===== src/rtl/raw10_unpacker_if.sv =====
// Stream bundle between the CSI packet handler, the RAW10 unpacker and the pixel sink.
// Build option RAW10_LEN_CHECK_EN adds len_err to the bundle.
`timescale 1ns/1ps

interface raw10_unpacker_if #(
  parameter int IN_STREAM_WIDTH = 16,
  parameter int CNT_WIDTH       = 16
);
  logic [IN_STREAM_WIDTH-1:0] in_stream;
  logic                       frame_active;
  logic                       frame_valid;
  logic [39:0]                pixel_data;
  logic                       pixel_valid;
  logic                       frame_start;
  logic                       frame_end;
  logic                       line_start;
  logic                       line_end;
  logic                       trunc_err;
  logic [CNT_WIDTH-1:0]       line_pixels;
`ifdef RAW10_LEN_CHECK_EN
  logic                       len_err;

  modport master (
    output in_stream, frame_active, frame_valid,
    input  pixel_data, pixel_valid, frame_start, frame_end,
    input  line_start, line_end, trunc_err, line_pixels, len_err
  );

  modport slave (
    input  in_stream, frame_active, frame_valid,
    output pixel_data, pixel_valid, frame_start, frame_end,
    output line_start, line_end, trunc_err, line_pixels, len_err
  );
`else
  modport master (
    output in_stream, frame_active, frame_valid,
    input  pixel_data, pixel_valid, frame_start, frame_end,
    input  line_start, line_end, trunc_err, line_pixels
  );

  modport slave (
    input  in_stream, frame_active, frame_valid,
    output pixel_data, pixel_valid, frame_start, frame_end,
    output line_start, line_end, trunc_err, line_pixels
  );
`endif

endinterface


===== src/rtl/raw10_unpacker.sv =====
// MIPI RAW10 unpacker: 2 payload bytes per beat in, one 4-pixel word per 5 bytes out.
// Build option RAW10_LEN_CHECK_EN adds the per-line pixel count check (len_err).
`timescale 1ns/1ps

module raw10_unpacker #(
  parameter int IN_STREAM_WIDTH = 16,
`ifdef RAW10_LEN_CHECK_EN
  parameter int LINE_PIXELS     = 640,
`endif
  parameter int CNT_WIDTH       = 16
) (
  input  logic            rxbyteclkhs,
  input  logic            reset_n,
  raw10_unpacker_if.slave bus
);

  localparam int         BUF_BYTES   = 6;
  localparam int         GROUP_BYTES = 5;
  localparam logic [2:0] BEAT_BYTES  = 3'(IN_STREAM_WIDTH / 8);
  localparam logic [CNT_WIDTH:0] PIX_PER_GROUP = (CNT_WIDTH + 1)'(4);

  typedef enum logic [1:0] {
    S_IDLE      = 2'd0,
    S_WAIT_LINE = 2'd1,
    S_IN_LINE   = 2'd2
  } state_t;

  state_t r_state;
  state_t w_state_next;

  logic       w_consume;
  logic       w_line_close;
  logic       w_frame_start;
  logic       w_frame_end;

  logic [7:0] r_buf      [BUF_BYTES];
  logic [7:0] w_comb     [BUF_BYTES];
  logic [7:0] w_buf_next [BUF_BYTES];
  logic [2:0] r_fill;
  logic [2:0] w_fill_sum;
  logic [2:0] w_fill_after;
  logic       w_group;
  logic       w_trunc;
  logic [39:0] w_pix;

  logic [CNT_WIDTH-1:0] r_cnt;
  logic [CNT_WIDTH:0]   w_cnt_sum;
  logic [CNT_WIDTH-1:0] w_cnt_after;

  logic [39:0]          r_pixel_data;
  logic                 r_pixel_valid;
  logic                 r_frame_start;
  logic                 r_frame_end;
  logic                 r_line_start;
  logic                 r_line_end;
  logic                 r_trunc_err;
  logic [CNT_WIDTH-1:0] r_line_pixels;

  always_ff @(posedge rxbyteclkhs or negedge reset_n) begin
    if (!reset_n) begin
      r_state <= S_IDLE;
    end else begin
      r_state <= w_state_next;
    end
  end

  // A beat is taken whenever a frame is open, including the beat on which
  // frame_active drops; the line then closes after that beat is absorbed.
  always_comb begin
    w_state_next  = r_state;
    w_consume     = 1'b0;
    w_line_close  = 1'b0;
    w_frame_start = 1'b0;
    w_frame_end   = 1'b0;
    case (r_state)
      S_IDLE: begin
        if (bus.frame_active) begin
          w_state_next  = S_WAIT_LINE;
          w_frame_start = 1'b1;
        end
      end
      S_WAIT_LINE: begin
        w_consume = bus.frame_valid;
        if (!bus.frame_active) begin
          w_state_next = S_IDLE;
          w_frame_end  = 1'b1;
          w_line_close = bus.frame_valid;
        end else if (bus.frame_valid) begin
          w_state_next = S_IN_LINE;
        end
      end
      S_IN_LINE: begin
        w_consume = bus.frame_valid;
        if (!bus.frame_active) begin
          w_state_next = S_IDLE;
          w_frame_end  = 1'b1;
          w_line_close = 1'b1;
        end else if (!bus.frame_valid) begin
          w_state_next = S_WAIT_LINE;
          w_line_close = 1'b1;
        end
      end
      default: begin
        w_state_next = S_IDLE;
      end
    endcase
  end

  // Byte view after appending this beat at the fill point; older bytes stay below it.
  genvar gi;
  generate
    for (gi = 0; gi < BUF_BYTES; gi++) begin : g_comb
      assign w_comb[gi] = (3'(gi) == r_fill)         ? bus.in_stream[7:0]  :
                          (3'(gi) == r_fill + 3'd1)  ? bus.in_stream[15:8] :
                                                       r_buf[gi];
      if (gi + GROUP_BYTES < BUF_BYTES) begin : g_keep
        assign w_buf_next[gi] = w_group ? w_comb[gi + GROUP_BYTES] : w_comb[gi];
      end else begin : g_drop
        assign w_buf_next[gi] = w_group ? 8'h00 : w_comb[gi];
      end
    end
  endgenerate

  assign w_fill_sum   = r_fill + BEAT_BYTES;
  assign w_group      = w_consume && (w_fill_sum >= 3'(GROUP_BYTES));
  assign w_fill_after = !w_consume ? r_fill :
                        w_group    ? w_fill_sum - 3'(GROUP_BYTES) :
                                     w_fill_sum;
  assign w_trunc      = w_line_close && (w_fill_after != 3'd0);

  // Byte 4 of a group carries the two LSBs of each of the four pixels.
  generate
    for (gi = 0; gi < 4; gi++) begin : g_unpack
      assign w_pix[gi*10 +: 10] = {w_comb[gi], w_comb[4][2*gi +: 2]};
    end
  endgenerate

  always_ff @(posedge rxbyteclkhs or negedge reset_n) begin
    if (!reset_n) begin
      for (int i = 0; i < BUF_BYTES; i++) begin
        r_buf[i] <= 8'h00;
      end
      r_fill <= 3'd0;
    end else begin
      if (w_consume) begin
        for (int i = 0; i < BUF_BYTES; i++) begin
          r_buf[i] <= w_buf_next[i];
        end
      end
      r_fill <= w_line_close ? 3'd0 : w_fill_after;
    end
  end

  assign w_cnt_sum   = {1'b0, r_cnt} + PIX_PER_GROUP;
  assign w_cnt_after = !w_group            ? r_cnt :
                       w_cnt_sum[CNT_WIDTH] ? {CNT_WIDTH{1'b1}} :
                                              w_cnt_sum[CNT_WIDTH-1:0];

  always_ff @(posedge rxbyteclkhs or negedge reset_n) begin
    if (!reset_n) begin
      r_cnt <= '0;
    end else begin
      r_cnt <= w_line_close ? '0 : w_cnt_after;
    end
  end

  // The counter only reads zero before the first group of a line, as it saturates instead of wrapping.
  always_ff @(posedge rxbyteclkhs or negedge reset_n) begin
    if (!reset_n) begin
      r_pixel_data  <= '0;
      r_pixel_valid <= 1'b0;
      r_frame_start <= 1'b0;
      r_frame_end   <= 1'b0;
      r_line_start  <= 1'b0;
      r_line_end    <= 1'b0;
      r_trunc_err   <= 1'b0;
      r_line_pixels <= '0;
    end else begin
      r_pixel_valid <= w_group;
      r_pixel_data  <= w_group ? w_pix : 40'd0;
      r_line_start  <= w_group && (r_cnt == '0);
      r_line_end    <= w_line_close;
      r_trunc_err   <= w_trunc;
      r_frame_start <= w_frame_start;
      r_frame_end   <= w_frame_end;
      if (w_line_close) begin
        r_line_pixels <= w_cnt_after;
      end
    end
  end

  assign bus.pixel_data  = r_pixel_data;
  assign bus.pixel_valid = r_pixel_valid;
  assign bus.frame_start = r_frame_start;
  assign bus.frame_end   = r_frame_end;
  assign bus.line_start  = r_line_start;
  assign bus.line_end    = r_line_end;
  assign bus.trunc_err   = r_trunc_err;
  assign bus.line_pixels = r_line_pixels;

`ifdef RAW10_LEN_CHECK_EN
  localparam logic [CNT_WIDTH-1:0] LINE_PIXELS_C = CNT_WIDTH'(LINE_PIXELS);

  logic r_len_err;

  always_ff @(posedge rxbyteclkhs or negedge reset_n) begin
    if (!reset_n) begin
      r_len_err <= 1'b0;
    end else begin
      r_len_err <= w_line_close && (w_cnt_after != LINE_PIXELS_C);
    end
  end

  assign bus.len_err = r_len_err;
`endif

endmodule


===== src/flat_wrapper.sv =====
// flat-port wrapper written by rule: the top's interface ports become plain ports
module raw10_unpacker_flat 
#(
  parameter int IN_STREAM_WIDTH = 16,

  parameter int CNT_WIDTH       = 16
)
  (rxbyteclkhs, reset_n, bus_in_stream, bus_frame_active, bus_frame_valid, bus_pixel_data, bus_pixel_valid, bus_frame_start, bus_frame_end, bus_line_start, bus_line_end, bus_trunc_err, bus_line_pixels);
  raw10_unpacker_if #(.IN_STREAM_WIDTH(IN_STREAM_WIDTH), .CNT_WIDTH(CNT_WIDTH)) bus_i ();
  input  logic rxbyteclkhs;
  input  logic reset_n;
  input wire logic [$bits(bus_i.in_stream)-1:0] bus_in_stream;
  input wire logic [$bits(bus_i.frame_active)-1:0] bus_frame_active;
  input wire logic [$bits(bus_i.frame_valid)-1:0] bus_frame_valid;
  output wire logic [$bits(bus_i.pixel_data)-1:0] bus_pixel_data;
  output wire logic [$bits(bus_i.pixel_valid)-1:0] bus_pixel_valid;
  output wire logic [$bits(bus_i.frame_start)-1:0] bus_frame_start;
  output wire logic [$bits(bus_i.frame_end)-1:0] bus_frame_end;
  output wire logic [$bits(bus_i.line_start)-1:0] bus_line_start;
  output wire logic [$bits(bus_i.line_end)-1:0] bus_line_end;
  output wire logic [$bits(bus_i.trunc_err)-1:0] bus_trunc_err;
  output wire logic [$bits(bus_i.line_pixels)-1:0] bus_line_pixels;
  assign bus_i.in_stream = bus_in_stream;
  assign bus_i.frame_active = bus_frame_active;
  assign bus_i.frame_valid = bus_frame_valid;
  assign bus_pixel_data = bus_i.pixel_data;
  assign bus_pixel_valid = bus_i.pixel_valid;
  assign bus_frame_start = bus_i.frame_start;
  assign bus_frame_end = bus_i.frame_end;
  assign bus_line_start = bus_i.line_start;
  assign bus_line_end = bus_i.line_end;
  assign bus_trunc_err = bus_i.trunc_err;
  assign bus_line_pixels = bus_i.line_pixels;
  raw10_unpacker #(.IN_STREAM_WIDTH(IN_STREAM_WIDTH), .CNT_WIDTH(CNT_WIDTH)) u_core (.rxbyteclkhs(rxbyteclkhs), .reset_n(reset_n), .bus(bus_i));
endmodule

===== config.mk =====
export PLATFORM = sky130hd
export DESIGN_NAME = raw10_unpacker_flat
export DESIGN_NICKNAME = d
export VERILOG_FILES = /design/src/rtl/raw10_unpacker_if.sv /design/src/rtl/raw10_unpacker.sv /design/src/flat_wrapper.sv
export SDC_FILE = /design/constraint.sdc
export NUM_CORES = 1
export LEC_CHECK = 0
export BUFFER_PORTS_ARGS = -buffer_cell sky130_fd_sc_hd__buf_2
export CAP_MARGIN = 30
export CORE_AREA = 2 2 116 118
export CTS_CLUSTER_DIAMETER = 100
export DETAILED_ROUTE_END_ITERATION = 10
export DIE_AREA = 0 0 118 120
export GPL_ROUTABILITY_DRIVEN = 0
export PLACE_DENSITY = 0.78
export RECOVER_POWER = 25
export SLEW_MARGIN = 20
export SYNTH_ARGS = -nofsm -noshare
export SYNTH_HDL_FRONTEND = slang
export SYNTH_SLANG_ARGS = --single-unit

===== constraint.sdc =====
create_clock -name rxbyteclkhs -period 3.2 [get_ports rxbyteclkhs]
set_clock_uncertainty 0.2 [all_clocks]
set_input_delay 0 -clock rxbyteclkhs [delete_from_list [all_inputs] [get_ports rxbyteclkhs]]
set_output_delay 0 -clock rxbyteclkhs [all_outputs]
set_load 0.02 [all_outputs]

==> results.ini <==
[placed_design]
port_buffers = 81
dp_hpwl_um = 10400
dpl_cell_area_mm2 = 0.00682

[synth]
synth_top_area_cell = dfrtp_1
synthTopCellsByArea = dfrtp_1, mux2i_1, mux2_2
netlist_area_mm2 = 0.00627
synth_common_cells = dfrtp_1, nor2_1, nand2_1, mux2i_1, o21ai_0
yosysSeqAreaShare_pct = 52.3
avgSynthCellArea_um2 = 10.8
ys_seq_elements = 131
syn_inst = 582
yosysTopAreaCellShare_pct = 52.3
synth_edf_count = 0
synth_cell_type_count = 55
yosysWarningCount = 0
syn_nets = 615
synth_flop_cell = dfrtp_1
yosysMostFrequentCell = dfrtp_1
async_flop_share_pct = 100

[die]
dieHeight_um = 120
design.core.area_mm2 = 0.0130
start_util_pct = 48.3
die_w_um = 118
ios = 82
rows = 42
fp.dieArea_mm2 = 0.0142

[pwr]
power_leakage_uw = 0.00350
seqPwrFrac_pct = 32.0
internal_power_uw = 4640
p_sw_share_pct = 38.0
clkPwrFrac_pct = 27.0
power_uw = 7480
cellPowerDensity_mw_per_mm2 = 975
ir_drop_v = 0.000616
p_comb_share_pct = 41.0
power.switching_uw = 2850

[min_path]
whs_endpoint = u_core.bus.frame_end$_DFF_PN0_
hold_class = primary input to register
min_from = bus_frame_active
min_path_cells = 3

[timing]
fin_crit_ps = 2980
rsz0062_at_grt = no
fin_tns_setup_ps = 0
post-route-period-util_pct = 93.1
setup_viol = 0
max_slew_margin_pct = 44.3
worstMarginPinSlew_ps = 836
max_freq_mhz = 335
hold_viol = 0
drv_slew = 0
timing.hold.ws_ps = 177

[routing]
drt-total-wl_um = 16400
ant_nets = 0
drc_errors = 0
first_iter_violations = 368
vias = 5025
vias_per_cell = 5.75
dr.pass1.iters = 5
wire_per_inst_um = 18.8

[cts]
htreeDepth = 4
cts_tree = built
clk_pin_slew_worst_paths_ps = 60
cts.sinks = 131
root_buffer = clkbuf_16
cts_buffer_depth = 2
post_cts_buffers = 0
cts_inserted_buffers = 17
clock_latency_ps = 420

[setup_path]
r2r_end = u_core.r_buf[34]$_DFFE_PN0N_
required_ps = 3290
reg2reg_depth = 7
worstPathMaxFanout = 20
worstPathArrival_ps = 3070
path_class = register to register
rr_startpoint = u_core.r_fill[0]$_DFF_PN0_
reg2reg_slack_ps = 220
startpoint_type = register
cp-end-kind = register

[global_route]
grt_start_max_net_pins = 71
overflow = 0
first_global_vias = 5196
antenna_found_initial = 0
grt_usage_pct = 24.2
grt_pass1_wl_um = 26700

[layout]
syn2layout_area_growth_pct = 22.3
post-route-cell-area_mm2 = 0.00767
fin_nets = 718
drive_gt1_share_pct = 16.6
diodes = 0

[run_status]
status = finished, final reports clean

[run]
cap_violations = 0

[power by group through the flow]
stage	clock (uW)	combinational (uW)	sequential (uW)
6_report	2020	3070	2390
2_1_floorplan	0	2010	2530
3_3_place_gp	0	2800	2370
5_1_grt	2130	3360	2440
4_1_cts	2040	3090	2390
3_5_place_dp	0	2940	2410
[worst max-delay path by stage]
stage                                           from                                   to  slack [ps]  cells after the start
final                     u_core.r_fill[0]$_DFF_PN0_         u_core.r_buf[34]$_DFFE_PN0N_         220                      7
after CTS                 u_core.r_fill[0]$_DFF_PN0_         u_core.r_buf[22]$_DFFE_PN0N_          70                      7
after floorplan           u_core.r_fill[2]$_DFF_PN0_         u_core.r_buf[45]$_DFFE_PN0N_         870                      8
after global routing      u_core.r_fill[0]$_DFF_PN0_  u_core.bus.pixel_data[15]$_DFF_PN0_          80                      7
after detailed placement  u_core.r_fill[0]$_DFF_PN0_         u_core.r_buf[43]$_DFFE_PN0N_         380                      6
after global placement    u_core.r_fill[0]$_DFF_PN0_         u_core.r_buf[47]$_DFFE_PN0N_         490                      6
[stage by stage]
step / worst slack (ps) / util, % / instances
after floorplan: 866 / - / 582
after global placement: 488 / 52.5 / 812
after detailed placement: 380 / 52.5 / 813
after CTS: 73.9 / 59.4 / 872
after global routing: 76.5 / 59.1 / 874
final: 219 / 59.1 / 874
[per-layer routing]
layer / vias up / track usage, % / part of all wire (%)
met1: 2479 / 29.1 / 41
met4: 0 / 11.4 / 3.2
met5: - / 0 / 0
li1: 2295 / - / -
met3: 44 / 6.13 / 5.7
met2: 207 / 40.9 / 50
[layout by cell type, fill, tap and decap left out, types with 7 or more instances in the layout]
cell type	count
clkbuf_1	63
dfrtp_1	131
and3_1	11
nor2_1	66
and2_1	9
dlygate4sd3_1	28
a31oi_1	9
a22o_1	17
inv_1	9
a21boi_0	7
nand2_1	51
a21oi_1	18
or3b_2	7
buf_2	18
buf_4	9
o21ai_0	38
mux2_2	29
ha_1	12
clkbuf_16	17
a221o_1	7
o31ai_1	14
mux2i_1	42
[logic make-up after synthesis]
logic type | share of synthesized area (%)
multiplexers | 11.9
buffers and inverters | 3.35
flip-flops | 52.3
AND/OR/NAND/NOR | 14.8
adder cells (fa/ha/maj) | 2.59
XOR/XNOR | 0.977
AO/OA/AOI/OAI | 14.2
[repair_timing]
item,in CTS,in global routing
hold buffers,27,1
setup endpoints to repair,0,12
gates resized for setup,0,3
hold endpoints to repair,161,13
[critical path, cell delays in order (launching register included)]
cell and delay (ps):
dfrtp_1 430, ha_1 260, ha_2 510, nand2_1 300, mux2_2 350, mux2i_1 120
dlygate4sd3_1 580, o21ai_0 80
[cell type report]
class	instances	area [um^2]
well taps	176	220
flip-flops and latches	131	3280
clock buffers	20	467
multi-input cells	405	2790
inverters	10	37.5
repair buffers	120	722
clock inverters	12	155
fillers	1067	5310
[flip-flops by register name, indices dropped and copies added (netlist names), 2 cells and up]
| register | cells |
|---|---|
| u_core.r_buf | 48 |
| u_core.bus.pixel_data | 40 |
| u_core.bus.line_pixels | 16 |
| u_core.r_cnt | 16 |
| u_core.r_fill | 3 |
| u_core.r_state | 2 |
Power figures use the tool's default switching activity.
